$ cat src/rtl/uart_alu_sequencer_if.sv
// Signal bundle between the UART-ALU sequencer and its uart_rx / alu / uart_tx neighbours.
// slave = the sequencer side, master = the surrounding datapath (or a testbench).
interface uart_alu_sequencer_if #(
  parameter int N_BITS  = 8,
  parameter int OP_BITS = 6
);
  logic [N_BITS-1:0]  i_rx_data;
  logic               i_rx_done;
  logic [N_BITS-1:0]  i_alu_result;
  logic               i_tx_done;
  logic [N_BITS-1:0]  o_alu_a;
  logic [N_BITS-1:0]  o_alu_b;
  logic [OP_BITS-1:0] o_alu_op;
  logic [N_BITS-1:0]  o_tx_data;
  logic               o_tx_start;
  logic               o_busy;
  logic               o_timeout;
  logic               o_overrun;

  modport slave (
    input  i_rx_data, i_rx_done, i_alu_result, i_tx_done,
    output o_alu_a, o_alu_b, o_alu_op, o_tx_data,
    output o_tx_start, o_busy, o_timeout, o_overrun
  );

  modport master (
    output i_rx_data, i_rx_done, i_alu_result, i_tx_done,
    input  o_alu_a, o_alu_b, o_alu_op, o_tx_data,
    input  o_tx_start, o_busy, o_timeout, o_overrun
  );
endinterface

$ cat src/rtl/uart_alu_sequencer.sv
// Collects A, B and opcode bytes from uart_rx, drives the ALU, and launches one uart_tx
// transfer of the result; an inter-byte timeout discards partial frames.
module uart_alu_sequencer #(
  parameter int          N_BITS      = 8,
  parameter int          OP_BITS     = 6,
  parameter int unsigned TIMEOUT_CYC = 1000000
) (
  input  logic                  i_clk,
  input  logic                  i_reset,
  uart_alu_sequencer_if.slave   io_seq
);

  localparam int CNT_W = (TIMEOUT_CYC == 0) ? 1 : $clog2(TIMEOUT_CYC + 1);
  localparam logic [CNT_W-1:0] CNT_LAST = (TIMEOUT_CYC == 0) ? '0 : CNT_W'(TIMEOUT_CYC - 1);
  localparam logic [CNT_W-1:0] CNT_MAX  = '1;

  typedef enum logic [2:0] {
    S_WAIT_A, S_WAIT_B, S_WAIT_OP, S_EXEC, S_WAIT_TX
  } state_t;

  state_t             r_state, w_state_nxt;
  logic [CNT_W-1:0]   r_cnt;
  logic [N_BITS-1:0]  r_alu_a, r_alu_b, r_tx_data;
  logic [OP_BITS-1:0] r_alu_op;
  logic               r_tx_start, r_timeout, r_overrun;

  logic w_load_a, w_load_b, w_load_op, w_load_tx;
  logic w_timeout, w_overrun, w_cnt_inc, w_cnt_hit;

  assign w_cnt_hit = (TIMEOUT_CYC != 0) && (r_cnt == CNT_LAST);

  // NOTE: every output of this block gets a default first, so no path can infer a latch.
  always_comb begin
    w_state_nxt = r_state;
    w_load_a    = 1'b0;
    w_load_b    = 1'b0;
    w_load_op   = 1'b0;
    w_load_tx   = 1'b0;
    w_timeout   = 1'b0;
    w_overrun   = 1'b0;
    w_cnt_inc   = 1'b0;
    case (r_state)
      S_WAIT_A: begin
        if (io_seq.i_rx_done) begin
          w_load_a    = 1'b1;
          w_state_nxt = S_WAIT_B;
        end
      end
      S_WAIT_B: begin
        if (io_seq.i_rx_done) begin
          w_load_b    = 1'b1;
          w_state_nxt = S_WAIT_OP;
        end else if (w_cnt_hit) begin
          w_timeout   = 1'b1;
          w_state_nxt = S_WAIT_A;
        end else begin
          w_cnt_inc   = 1'b1;
        end
      end
      S_WAIT_OP: begin
        if (io_seq.i_rx_done) begin
          w_load_op   = 1'b1;
          w_state_nxt = S_EXEC;
        end else if (w_cnt_hit) begin
          w_timeout   = 1'b1;
          w_state_nxt = S_WAIT_A;
        end else begin
          w_cnt_inc   = 1'b1;
        end
      end
      S_EXEC: begin
        // The ALU has settled over this cycle; its result is captured at the edge.
        w_load_tx   = 1'b1;
        w_overrun   = io_seq.i_rx_done;
        w_state_nxt = S_WAIT_TX;
      end
      S_WAIT_TX: begin
        if (io_seq.i_tx_done) begin
          w_load_a    = io_seq.i_rx_done;
          w_state_nxt = io_seq.i_rx_done ? S_WAIT_B : S_WAIT_A;
        end else begin
          w_overrun   = io_seq.i_rx_done;
        end
      end
      default: w_state_nxt = S_WAIT_A;
    endcase
  end

  // NOTE: sequential state uses non-blocking assignments so all registers update together.
  always_ff @(posedge i_clk or posedge i_reset) begin
    if (i_reset) begin
      r_state    <= S_WAIT_A;
      r_cnt      <= '0;
      r_alu_a    <= '0;
      r_alu_b    <= '0;
      r_alu_op   <= '0;
      r_tx_data  <= '0;
      r_tx_start <= 1'b0;
      r_timeout  <= 1'b0;
      r_overrun  <= 1'b0;
    end else begin
      r_state    <= w_state_nxt;
      r_tx_start <= w_load_tx;
      r_timeout  <= w_timeout;
      r_overrun  <= w_overrun;
      if (w_cnt_inc) r_cnt <= (r_cnt == CNT_MAX) ? r_cnt : r_cnt + 1'b1;
      else           r_cnt <= '0;
      if (w_load_a)  r_alu_a   <= io_seq.i_rx_data;
      if (w_load_b)  r_alu_b   <= io_seq.i_rx_data;
      if (w_load_op) r_alu_op  <= io_seq.i_rx_data[OP_BITS-1:0];
      if (w_load_tx) r_tx_data <= io_seq.i_alu_result;
    end
  end

  assign io_seq.o_alu_a    = r_alu_a;
  assign io_seq.o_alu_b    = r_alu_b;
  assign io_seq.o_alu_op   = r_alu_op;
  assign io_seq.o_tx_data  = r_tx_data;
  assign io_seq.o_tx_start = r_tx_start;
  assign io_seq.o_busy     = (r_state == S_EXEC) || (r_state == S_WAIT_TX);
  assign io_seq.o_timeout  = r_timeout;
  assign io_seq.o_overrun  = r_overrun;

endmodule

$ cat src/flat_wrapper.sv
// flat-port wrapper written by rule: the top's interface ports become plain ports
module uart_alu_sequencer_flat 
#(
  parameter int          N_BITS      = 8,
  parameter int          OP_BITS     = 6,
  parameter int unsigned TIMEOUT_CYC = 1000000
)
  (i_clk, i_reset, io_seq_i_rx_data, io_seq_i_rx_done, io_seq_i_alu_result, io_seq_i_tx_done, io_seq_o_alu_a, io_seq_o_alu_b, io_seq_o_alu_op, io_seq_o_tx_data, io_seq_o_tx_start, io_seq_o_busy, io_seq_o_timeout, io_seq_o_overrun);
  uart_alu_sequencer_if #(.N_BITS(N_BITS), .OP_BITS(OP_BITS)) io_seq_i ();
  input  logic i_clk;
  input  logic i_reset;
  input wire logic [$bits(io_seq_i.i_rx_data)-1:0] io_seq_i_rx_data;
  input wire logic [$bits(io_seq_i.i_rx_done)-1:0] io_seq_i_rx_done;
  input wire logic [$bits(io_seq_i.i_alu_result)-1:0] io_seq_i_alu_result;
  input wire logic [$bits(io_seq_i.i_tx_done)-1:0] io_seq_i_tx_done;
  output wire logic [$bits(io_seq_i.o_alu_a)-1:0] io_seq_o_alu_a;
  output wire logic [$bits(io_seq_i.o_alu_b)-1:0] io_seq_o_alu_b;
  output wire logic [$bits(io_seq_i.o_alu_op)-1:0] io_seq_o_alu_op;
  output wire logic [$bits(io_seq_i.o_tx_data)-1:0] io_seq_o_tx_data;
  output wire logic [$bits(io_seq_i.o_tx_start)-1:0] io_seq_o_tx_start;
  output wire logic [$bits(io_seq_i.o_busy)-1:0] io_seq_o_busy;
  output wire logic [$bits(io_seq_i.o_timeout)-1:0] io_seq_o_timeout;
  output wire logic [$bits(io_seq_i.o_overrun)-1:0] io_seq_o_overrun;
  assign io_seq_i.i_rx_data = io_seq_i_rx_data;
  assign io_seq_i.i_rx_done = io_seq_i_rx_done;
  assign io_seq_i.i_alu_result = io_seq_i_alu_result;
  assign io_seq_i.i_tx_done = io_seq_i_tx_done;
  assign io_seq_o_alu_a = io_seq_i.o_alu_a;
  assign io_seq_o_alu_b = io_seq_i.o_alu_b;
  assign io_seq_o_alu_op = io_seq_i.o_alu_op;
  assign io_seq_o_tx_data = io_seq_i.o_tx_data;
  assign io_seq_o_tx_start = io_seq_i.o_tx_start;
  assign io_seq_o_busy = io_seq_i.o_busy;
  assign io_seq_o_timeout = io_seq_i.o_timeout;
  assign io_seq_o_overrun = io_seq_i.o_overrun;
  uart_alu_sequencer #(.N_BITS(N_BITS), .OP_BITS(OP_BITS), .TIMEOUT_CYC(TIMEOUT_CYC)) u_core (.i_clk(i_clk), .i_reset(i_reset), .io_seq(io_seq_i));
endmodule
$ cat config.mk
export PLATFORM = sky130hd
export DESIGN_NAME = uart_alu_sequencer_flat
export DESIGN_NICKNAME = d
export VERILOG_FILES = /design/src/rtl/uart_alu_sequencer_if.sv /design/src/rtl/uart_alu_sequencer.sv /design/src/flat_wrapper.sv
export SDC_FILE = /design/constraint.sdc
export NUM_CORES = 1
export LEC_CHECK = 0
export CAP_MARGIN = 20
export CORE_ASPECT_RATIO = 1.1
export CORE_MARGIN = 2
export CORE_UTILIZATION = 54
export CTS_CLUSTER_DIAMETER = 200
export DETAILED_ROUTE_END_ITERATION = 16
export GPL_TIMING_DRIVEN = 0
export PLACE_DENSITY = 0.89
export SLEW_MARGIN = 5
export SYNTH_ARGS = -nofsm -noshare
export SYNTH_HDL_FRONTEND = slang
export SYNTH_SLANG_ARGS = --single-unit
$ cat constraint.sdc
create_clock -name i_clk -period 4.8 [get_ports i_clk]
set_input_delay 0.72 -clock i_clk [delete_from_list [all_inputs] [get_ports i_clk]]
set_output_delay 0.72 -clock i_clk [all_outputs]
set_load 0.01 [all_outputs]
# Word level (Yosys, flattened, before mapping)
# Cells that the tools add are included.
# W data, S select, Z words.
[totals]
register_bits = 56
latchBits = 0
mem_bits_rw = 0
rom_bits = 0
out_inout_bits = 34
word_cells = 46
memories = 0
[op_classes]
addsub = 1
multipliers = 0
div = 0
magnitude_cmp = 0
eq_ne = 9
n_shift = 0
muxes = 23
bitwise_logic = 0
reduce_logical = 4
[op_table]
columns = ["op", "count"]
rows = [
  ["$eq A20 B20 Y1 const B", 2],
  ["$mux W20", 2],
  ["$add A20 B1 Y20 const B", 1],
  ["$mux W3", 5],
  ["$pmux W3 S5", 1],
  ["$mux W1", 13],
  ["$eq A3 B2 Y1 const B", 2],
  ["$ne A2 B2 Y1 const B", 3],
  ["$pmux W1 S2", 2],
  ["$eq A3 B1 Y1 const B", 1],
  ["$eq A3 B3 Y1 const B", 1],
  ["$logic_not A3 Y1", 1],
  ["$reduce_and A2 Y1", 1],
  ["$reduce_or A2 Y1", 1],
  ["$logic_or A1 B1 Y1", 1],
]

# Logic depth before layout (Yosys ltp)
[logic_depth]
word_depth = 5
depth_mapped = 7
depth_no_buf = 5

# Worst setup path after synthesis
# Ideal clock, no wire load.
[synth_timing]
kind = "reg2reg"
from = "register u_core.r_cnt[0]"
to = "register u_core.r_cnt[4]"
setup_time_ns = 0.129
t_arrival_ns = 1.753
setup_slack_ns = 2.918
path_stages_with_launch = 8
path_buffers = 2
path_cell_list = "dfrtp_1 > ha_1 > and4_1 > buf_2 > nand4_1 > o21ai_2 > buf_2 > a211oi_1"
[synth_via]
elab_chain_cells = 5
word_cells_on_any_way = 9
[synth_lines]
columns = ["item", "line_no", "text"]
rows = [
  ["start: declaration", "uart_alu_sequencer.sv:22", "logic [CNT_W-1:0] r_cnt;"],
  ["start signal: assignment", "uart_alu_sequencer.sv:106", "if (w_cnt_inc) r_cnt <= (r_cnt == CNT_MAX) ? r_cnt : r_cnt + 1'b1;"],
  ["branches (longest 5 deep; another with $add A20 B1 Y20)", "--", ""],
]
# Parallel ways; which one is timed is not known. The select of a mux whose other input is x is not followed.
# A chain may end at the register's enable or synchronous reset.

# Worst setup path after layout
[layout_timing]
from = "register u_core.r_state[0]"
to = "output io_seq_o_busy"
[layout_via]
elab_chain_cells = 2
word_cells_on_any_way = 3
[layout_lines]
columns = ["item", "line_no", "text"]
rows = [
  ["start: declaration", "uart_alu_sequencer.sv:21", "state_t r_state, w_state_nxt;"],
  ["start signal: assignment", "uart_alu_sequencer.sv:102", "r_state <= w_state_nxt;"],
  ["$eq A3 B2 Y1 or $eq A3 B3 Y1 (tied branches)", "uart_alu_sequencer.sv:120", "assign io_seq.o_busy = (r_state == S_EXEC) || (r_state == S_WAIT_TX);"],
  ["$logic_or A1 B1 Y1 *", "uart_alu_sequencer.sv:120", ""],
  ["end: declaration", "flat_wrapper.sv:21", "output wire logic [$bits(io_seq_i.o_busy)-1:0] io_seq_o_busy;"],
]
# Mark *: on every way between the ends. The rest lies on a longest branch, timed or not.

==> impl_metrics.py <==
metrics = {
    "synth": {
        "synth_nets": 250,
        "ys.warnings.count": 0,
        "yosysTopAreaCell": "dfrtp_1",
        "count_of_flip_flops_with_a_built_in_enable_after_synthesis": 0,
        "ys_top_cells_by_area": "dfrtp_1, mux2_2, nor3_1",
        "async_flop_share_pct": 100,
        "postSynth.topFlopCell": "dfrtp_1",
        "synth_area_um2": 2570,
        "flip_flop_and_latch_count_after_synthesis": 56,
        "syn_avg_cell_area_um2": 11.2,
        "ys_types": 41,
        "postSynthCellCount": 229,
        "synth.yosys.seq_area_share_pct": 54.4,
        "synth_top_area_share_pct": 54.4,
    },
    "cts": {
        "clk_root_buffer_cell": "clkbuf_8",
        "holdBufCountCts": 0,
        "cts_tree": "yes",
        "cts_sinks": 56,
        "clk_transition_reported_paths_ns": 0.10,
        "cts-root-to-sink-buffers": 2,
        "cts_setup_buffers": 0,
        "htree_num_levels": 2,
        "post_cts_resize_count": 0,
        "clock_insertion_delay_at_the_later_pin_of_the_skew_report_ns": 0.30,
        "tritoncts.num_buffers": 5,
    },
    "timing": {
        "worst_slew_margin_pct": 45.0,
        "finalHoldViolCount": 0,
        "timing.final.crit_share_pct": 57.0,
        "setup_viol": 0,
        "layout_min_cycle_time_ns": 2.74,
        "slew_violations": 0,
        "layout_setup_ws_ns": 2.06,
        "timing.clock.skew_ns": 0.00470,
        "holdWs_ns": 0.510,
        "fmax_mhz": 365,
        "setup_tns_ns": 0,
        "tightestPinTransition_ns": 0.819,
        "rsz0062_at_grt": "false",
    },
    "detailed_routing": {
        "drt_first_iter_violations": 190,
        "drtPass1Iterations": 4,
        "drc_errors": 0,
        "route.detailed.vias_per_inst": 5.96,
        "drt_total_wl_mm": 5.94,
        "ant_nets": 0,
        "post_dr_wirelength_cell_um": 17.1,
        "number_of_vias_after_detailed_routing": 2068,
    },
    "placed_design": {
        "hpwl_after_detailed_placement_mm": 4.32,
        "worst_case_setup_slack_after_placement_ns": 2.14,
        "buffer_ports.inserted": 53,
        "post-place-cells": 339,
        "gp_routability_congestion": 0.920,
        "placedInstanceArea_um2": 3190,
    },
    "global_routing": {
        "initial_antenna_violation_count": 0,
        "groute.usage.overall_pct": 23.0,
        "grt_max_degree": 33,
        "grt_pass1_wl_mm": 9.92,
        "number_of_global_route_vias_before_repair": 2109,
        "globalRouteOverflowTotal": 0,
    },
    "layout": {
        "layout_common_cells": "dfrtp_1, clkdlybuf4s50_1, mux2_2",
        "final_util_pct": 72.0,
        "layout-drive-gt1-share_pct": 17.2,
        "final.fill_count": 334,
        "instances_no_fill": 347,
        "layout.cell_area.non_filler_um2": 3330,
        "multi_input_comb_area_um2": 1110,
        "final_net_count": 312,
        "layout_area_overhead_pct": 29.3,
        "layout_commonest_cell": "dfrtp_1",
        "num_antenna_cells": 0,
        "area.sequential_um2": 1400,
    },
    "pwr": {
        "power.static_leakage_nw": 1.31,
        "total_power_mw": 1.77,
        "power_per_cell_area_nw_per_um2": 532,
        "max-vdd-ir-drop_mv": 0.396,
    },
    "worst_setup_path": {
        "cp-end-kind": "output pin",
        "required_ns": 4.08,
        "critical_path_peak_fanout": 10,
        "worstPathArrival_ns": 2.02,
        "timing.critical_path.from_type": "flop",
        "path_class": "flop to output pin",
    },
    "die": {
        "initial_utilization_pct": 55.7,
        "fp.dieArea_um2": 5330,
        "floorplan.die.width_um": 69.8,
        "io_count": 54,
        "floorplan.core_area_um2": 4620,
        "placement_rows": 26,
        "die_height_um": 76.4,
    },
    "hold_path": {
        "hp-class": "flop to flop",
    },
    "job": {
        "number_of_maximum_capacitance_constraint_violations": 0,
    },
    "outcome": {
        "status": "completed",
    },
}
## layer usage
metal	vias to the layer above	GRT usage (%)	routed length, um
li1	975	-	-
met1	1014	27.5	2370
met2	75	40.6	3060
met3	4	8.07	474
met4	0	4.04	29
met5	-	0	0
## cells in the mapped netlist (all sizes together), types with 3 or more instances
master,n
clkbuf,4
inv,8
buf,3
nand4,6
nand2b,3
and3,4
nor2,8
o31ai,4
or4,3
o21ai,5
a21oi,14
o211ai,3
and4,5
dfrtp,56
nor3,16
or3,4
a211oi,5
nand2,16
nor4,3
mux2,30
nand3,10
## cell families (layout without fill, tap and decap cells)
family,Yosys count,count (layout),share of synthesized area (%)
fa+ha+maj,1,1,0.486
xor+xnor,1,1,0.340
buf+inv,15,77,2.33
simple gates,85,85,18.5
flops,56,56,54.4
compound gates,39,39,9.97
mux,32,32,13.9
## worst paths after layout
check | slack (ns) | depth (start not counted) | to | from
setup / recovery | 2.06 | 5 | io_seq_o_busy | u_core.r_state[0]
min in group asynchronous | 0.76 | 2 | u_core.io_seq.o_alu_a[6] | i_reset
hold reg to reg | 0.51 | 1 | u_core.io_seq.o_alu_a[3] | u_core.io_seq.o_alu_a[3]
setup reg to reg | 2.45 | 7 | u_core.r_cnt[12] | u_core.r_cnt[0]
hold / removal | 0.51 | 1 | u_core.io_seq.o_alu_a[3] | u_core.io_seq.o_alu_a[3]
max in group asynchronous | 3.49 | 3 | u_core.r_cnt[5] | i_reset
## flip-flops by register name, summed over array words and instances (netlist names)
register                  cells
u_core.r_cnt                 20
u_core.r_state                3
u_core.io_seq.o_tx_data       8
u_core.io_seq.o_alu_b         8
u_core.io_seq.o_alu_a         8
u_core.io_seq.o_alu_op        6
u_core.io_seq.o_tx_start      1
u_core.io_seq.o_overrun       1
u_core.io_seq.o_timeout       1
## critical path, stage by stage (launching register included)
cell and delay (ns):
dfrtp_1 0.45, nor2b_1 0.18, nand2_1 0.11, clkbuf_1 0.37, nand2_1 0.10, clkdlybuf4s50_1 0.51
## cell type report
class	instances	area share (%)
timing repair buffer	55	16.7
buffer	7	0.902
sequential	56	42.1
clock buffer	5	2.07
multi-input combinational	158	33.4
tap	56	2.11
inverter	8	0.902
clock inverter	2	1.80
## report_power, final
group          switching (mW)  total [mW]  internal [mW]
Sequential             0.0958       0.718          0.622
Combinational           0.289       0.698          0.409
Clock                   0.150       0.355          0.205
(Power assumes the default switching activity.)
==> patch 1 (config.mk and constraints unchanged) <==
`OP_BITS` is set to 6 in 3 places; all go to 4.
--- a/src/rtl/uart_alu_sequencer_if.sv
+++ b/src/rtl/uart_alu_sequencer_if.sv
@@ -2,7 +2,7 @@
 // slave = the sequencer side, master = the surrounding datapath (or a testbench).
 interface uart_alu_sequencer_if #(
   parameter int N_BITS  = 8,
-  parameter int OP_BITS = 6
+  parameter int OP_BITS = 4
 );
   logic [N_BITS-1:0]  i_rx_data;
   logic               i_rx_done;
--- a/src/rtl/uart_alu_sequencer.sv
+++ b/src/rtl/uart_alu_sequencer.sv
@@ -2,7 +2,7 @@
 // transfer of the result; an inter-byte timeout discards partial frames.
 module uart_alu_sequencer #(
   parameter int          N_BITS      = 8,
-  parameter int          OP_BITS     = 6,
+  parameter int          OP_BITS     = 4,
   parameter int unsigned TIMEOUT_CYC = 1000000
 ) (
   input  logic                  i_clk,
--- a/src/flat_wrapper.sv
+++ b/src/flat_wrapper.sv
@@ -2,7 +2,7 @@
 module uart_alu_sequencer_flat 
 #(
   parameter int          N_BITS      = 8,
-  parameter int          OP_BITS     = 6,
+  parameter int          OP_BITS     = 4,
   parameter int unsigned TIMEOUT_CYC = 1000000
 )
   (i_clk, i_reset, io_seq_i_rx_data, io_seq_i_rx_done, io_seq_i_alu_result, io_seq_i_tx_done, io_seq_o_alu_a, io_seq_o_alu_b, io_seq_o_alu_op, io_seq_o_tx_data, io_seq_o_tx_start, io_seq_o_busy, io_seq_o_timeout, io_seq_o_overrun);
Ports: changed (resized io_seq_o_alu_op); port bits go from 54 to 52. The function was not compared with the original's and may differ.
==> patch 1 against the unedited design <==
- synthesized cell count fell by 4.4%
- power down 11%
- sequential cell count shrank 2
- synthesized area down 4.6%
- highest routed layer unchanged
- worst setup slack worse by 85 ps
- cell area fell by 5.6%
- first-iteration DRC count increased by 22%
- cell count is 4.0% lower
- clock skew increased by 6.2 ps
- wire length is 5.6% lower
- critical path depth did not move
==> patch 1: results (changes against the unedited design) <==
* Initial antenna violation count: 0 (unchanged)
- Hold wc startpoint: u_core.io_seq.o_alu_b[2]
- The detailed-route wire length was 5.60 mm (-5.6%).
* Depth of the CTS H-tree: 2 (unchanged)
- Arrival time of the worst setup path: 2100 ps (+80 ps)
- After synthesis, the most frequently instantiated cells are 54 x dfrtp_1, 28 x mux2_1, 15 x nand2_1.
* Global-route wire length before repair: 9.32 mm (-6.0%)
* Register containing the most flip-flops in the final layout: u_core.r_cnt
* CTS clk-pin slew, worst paths: ~90 ps
* Warning count from the yosys run: 0 (unchanged)
- Max reg flops: 20 (unchanged)
- Number of violations reported at the end of detailed-routing iteration 0: 232 (+22%)
- The global routing usage summed across all routing layers was 0.245 (+0.0151).
- The detailed-routing iteration count for the pre-antenna-repair pass was 5 (+1).
- The total of fill cells in the finished design came to 290 (-13%).
- Number of clock buffers inserted by TritonCTS: 5 (unchanged)
- The portion of the post-synthesis area used by sequential elements is 0.550 (+0.00570).
- The fraction of registers with async set or reset after synthesis was 1.00 (unchanged).
* Vias in the first global route: 2,035 (-3.5%)
* Count of different cell masters after synthesis: 37 (-9.8%)
* Detailed Place HPWL: 3.95 mm (-8.5%)
* Worst voltage drop across the vdd grid: 0.372 mV (-6.0%)
* Leakage Power: 1.24 nW (-5.6%)
- The net count of the mapped netlist was 240 (-4.0%).
* Maximum net fanout on the critical path: 10 (unchanged)
* Clk buf depth: 2 (unchanged)
- The share of layout cells above drive strength 1 was 0.0502 (-0.122).
* Worst min path class: reg2reg
- The net total in the final layout was 299 (-4.2%).
* Average vias per placed instance: 5.95 (-0.18%)
- Source-to-sink clock delay at the later pin of the worst-skew pair: between 300 and 400 ps
- Result of the run: finished, final reports clean
* Port-buffer cells: 51 (-3.8%)
- Clock Skews: 10.9 ps (+6.23 ps)
- The global placement routability congestion came to 0.805 (-13%).
- Dominant cells by area after synthesis: dfrtp_1 55%, mux2_1 13%, a21oi_1 2.6%, nor3_1 2.4%, nand2_1 2.3%
- The tree is rooted in a clkbuf_8.
* Reg2reg start: u_core.r_cnt[8]
- The number of antenna diodes came to 0 (unchanged).
- Max transition margin: 0.340 (-0.109)
* # resized after CTS: 0 (unchanged)
- The total setup buffers inserted after CTS was 0 (unchanged).
* Largest net degree at the start of global routing: 43 (+30%)
## patch 1: layout make-up
class                   count  share of cell area
plain buffers               7             0.00876
clock buffers               6              0.0231
clock inverters             2             0.00438
inverters                   9              0.0108
multi-input cells         149               0.332
flip-flops and latches     54               0.430
well taps                  54              0.0215
repair buffers             52               0.169
## patch 1: logic make-up after synthesis
logic type	share of synthesized area
flops	0.550
simple gates	0.175
compound gates	0.100
buf+inv	0.0250
mux	0.141
fa+ha+maj	0.00509
xor+xnor	0.00357
## patch 1: final timing paths
path / slack [ps] / end / depth (start not counted)
min in group asynchronous: 660 / u_core.io_seq.o_alu_b[6] / 2
worst min register to register: 490 / u_core.io_seq.o_alu_b[2] / 1
worst max-delay path: 1980 / io_seq_o_busy / 5
worst min-delay path: 490 / u_core.io_seq.o_alu_b[2] / 1
worst max register to register: 2200 / u_core.r_cnt[2] / 5
max in group asynchronous: 3630 / u_core.r_cnt[5] / 3
## patch 1: through the flow
| step | worst slack [ps] | hold slack [ps] | instance area, sq um | power [mW] | instances |
|---|---|---|---|---|---|
| finish | 1980 | 488 | 3140 | 1.57 | 333 |
| global route | 1810 | 507 | 3140 | 1.66 | 333 |
| CTS | 1940 | 497 | 3140 | 1.59 | 333 |
| detailed placement | 2070 | 475 | 3050 | 1.32 | 325 |
| global placement | 1820 | 467 | 3030 | 1.29 | 324 |
| floorplan | 2770 | 486 | 2460 | 0.964 | 219 |
## patch 1: worst max-delay path: stages (launching register included)
cell and delay (ps):
dfrtp_1 430, nor2b_1 170, nand2_1 140, clkbuf_1 420
nand2_1 120, clkdlybuf4s50_1 510
## patch 1: layer usage
metal / vias to the layer above / track usage / wire [um]
li1: 924 / - / -
met1: 975 / 0.305 / 2290
met2: 73 / 0.412 / 2830
met3: 9 / 0.0747 / 416
met4: 0 / 0.0756 / 67
met5: - / 0 / 0
## patch 1: report_power, final
group / switching (mW) / total (mW) / leakage (nW) / internal, mW
Combinational: 0.276 / 0.631 / 0.507 / 0.354
Clock: 0.148 / 0.251 / 0.0452 / 0.103
Sequential: 0.0907 / 0.688 / 0.688 / 0.597
Total: 0.515 / 1.57 / 1.24 / 1.05
==> patch 2 (same settings) <==
Without the edit above. The 5 states of `state_t` get a one-hot encoding in 5 bits.
--- a/src/rtl/uart_alu_sequencer.sv
+++ b/src/rtl/uart_alu_sequencer.sv
@@ -14,8 +14,8 @@
   localparam logic [CNT_W-1:0] CNT_LAST = (TIMEOUT_CYC == 0) ? '0 : CNT_W'(TIMEOUT_CYC - 1);
   localparam logic [CNT_W-1:0] CNT_MAX  = '1;
 
-  typedef enum logic [2:0] {
-    S_WAIT_A, S_WAIT_B, S_WAIT_OP, S_EXEC, S_WAIT_TX
+  typedef enum logic [4:0] {
+    S_WAIT_A = 5'b00001, S_WAIT_B = 5'b00010, S_WAIT_OP = 5'b00100, S_EXEC = 5'b01000, S_WAIT_TX = 5'b10000
   } state_t;
 
   state_t             r_state, w_state_nxt;
Behaviour: no difference found for any inputs over 10 cycles, from zero or initial values and one cycle with i_reset high; not proved beyond that.
==> patch 2 against the unedited design <==
- power increased by 0.22%
- worst setup slack better by 110 ps
- cell area up 10%
- synthesized area rose by 9.0%
- sequential cell count increased by 2
- highest routed layer unchanged
- largest cell class unchanged
- sequential power shrank 3.2%
- critical path depth shrank 2
- wire length is 15% higher
==> patch 2: results (changes against the unedited design) <==
- Result of the run: finished, final reports clean
- The fraction of power consumed by sequential logic was 0.392 (-0.013).
- Among all stages on the critical path, the largest delay is contributed by clkdlybuf4s50_1.
- The data arrival time of the worst path was 1910 ps (-110 ps).
- CTS clk-pin slew, worst paths: 70 ps (-30 ps)
- Weighted congestion reported at the end of routability-driven placement: 0.847 (-8.0%)
* Count of different cell masters after synthesis: 50 (+22%)
- Source-to-sink clock delay at the later pin of the worst-skew pair: 350 ps (+50 ps)
- Cells on Worst Hold Path: 1 (unchanged)
* Worst voltage drop across the vdd grid: 0.465 mV (+17%)
* Global-route wire length before repair: 11.2 mm (+13%)
- The largest net degree at the start of global routing is 42 (+27%).
* # resized after CTS: 0 (unchanged)
- The post-synthesis area per instance was 11.5 sq um (+2.8%).
- Reg2Reg Setup Slack: 2620 ps (+170 ps)
- Worst flop-to-flop path endpoint: u_core.r_cnt[13]
- Fraction of power spent switching nets: 0.284 (-0.0179)
- Part of the Yosys area used for sequential elements: 0.518 (-0.0269)
- The net total in the final layout came to 329 (+5.4%).
* Max transition margin: 0.460 (+0.00963)
- The fraction of registers with async set or reset after synthesis came to 1.00 (unchanged).
- Total of fill cells in the finished design: 320 (-4.2%)
* Number of clock buffers inserted by TritonCTS: 9 (+4)
* Worst setup slack before clock tree synthesis: 2080 ps (-57.0 ps)
* Vias post-DR: 2,249 (+8.8%)
- The commonest cells after synthesis are 57 x dfrtp_1, 30 x mux2_2, 19 x a21oi_1.
- Dominant cells by area after synthesis: dfrtp_1 51%, mux2_2 12%, a21oi_1 3.4%, and4_1 1.9%, mux2i_1 1.8%
- The reported net switching power came to 0.504 mW (-5.7%).
- The power in combinational cells was 0.553 mW (-21%).
- Total wirelength of the detailed-routed design: 6.86 mm (+15%)
- Vias in the first global route: 2,268 (+7.5%)
- Share of cells above drive strength 1: 0.214 (+0.0422)
* Placed inst area: 3430 sq um (+7.4%)
- Post-synth net total: 264 (+5.6%)
* All-Layer GR Usage: 0.258 (+0.0281)
- The largest clock skew in the final design was 11.4 ps (+6.73 ps).
- Terminating pin of the worst hold path: u_core.io_seq.o_alu_b[0]
* Maximum net fanout on the critical path: 6 (-4)
* Count of buffers added by post-CTS timing repair for setup: 0 (unchanged)
* Hold wc startpoint: u_core.io_seq.o_alu_b[0]
- Max stage delay on crit path: 570 ps (+60 ps)
* Worst hold-check slack: 513 ps (+2.42 ps)
- The count of routing violations after the opening detailed-route iteration is 270 (+42%).
[patch 2: cells by family (layout without fill, tap and decap cells)]
group | after synthesis | after routing | share of synthesized area
AND/OR/NAND/NOR | 81 | 81 | 0.187
XOR/XNOR | 3 | 3 | 0.00936
AO/OA/AOI/OAI | 47 | 47 | 0.110
buffers and inverters | 18 | 88 | 0.0339
flip-flops | 58 | 58 | 0.518
adder cells (fa/ha/maj) | 1 | 1 | 0.00446
multiplexers | 35 | 35 | 0.138
[patch 2: layer usage]
layer,track usage,routed length (um),up-vias
met5,0,0,-
met4,0.0704,74,0
met3,0.106,564,8
met2,0.446,3540,95
met1,0.293,2680,1104
li1,-,-,1042
[patch 2: worst register-to-register path, cell delays in order, from the launching register on]
cell and delay (ps):
dfrtp_1 400, ha_1 240, and4_1 320, nand4_1 420
o21ai_4 420, buf_6 200, a21oi_1 50
[patch 2: area by class of cell]
| type | count | area, sq um | area share |
|---|---|---|---|
| flip-flops and latches | 58 | 1450 | 0.397 |
| plain buffers | 10 | 65.1 | 0.0178 |
| clock buffers | 14 | 173 | 0.0471 |
| well taps | 58 | 72.6 | 0.0198 |
| repair buffers | 54 | 551 | 0.150 |
| inverters | 8 | 30.0 | 0.00820 |
| clock inverters | 2 | 60.1 | 0.0164 |
| multi-input cells | 167 | 1260 | 0.344 |
[patch 2: worst max-delay path by stage]
stage	start	endpoint	slack [ps]	cells past startpoint
after global routing	u_core.r_state[1]	io_seq_o_busy	2090	3
after detailed placement	io_seq_i_rx_done	u_core.io_seq.o_alu_b[6]	2080	5
after global placement	i_reset	u_core.io_seq.o_tx_start	1650	2
after CTS	u_core.r_state[1]	io_seq_o_busy	2160	3
after floorplan	i_reset	u_core.io_seq.o_alu_a[0]	2650	1
final	u_core.r_state[1]	io_seq_o_busy	2170	3
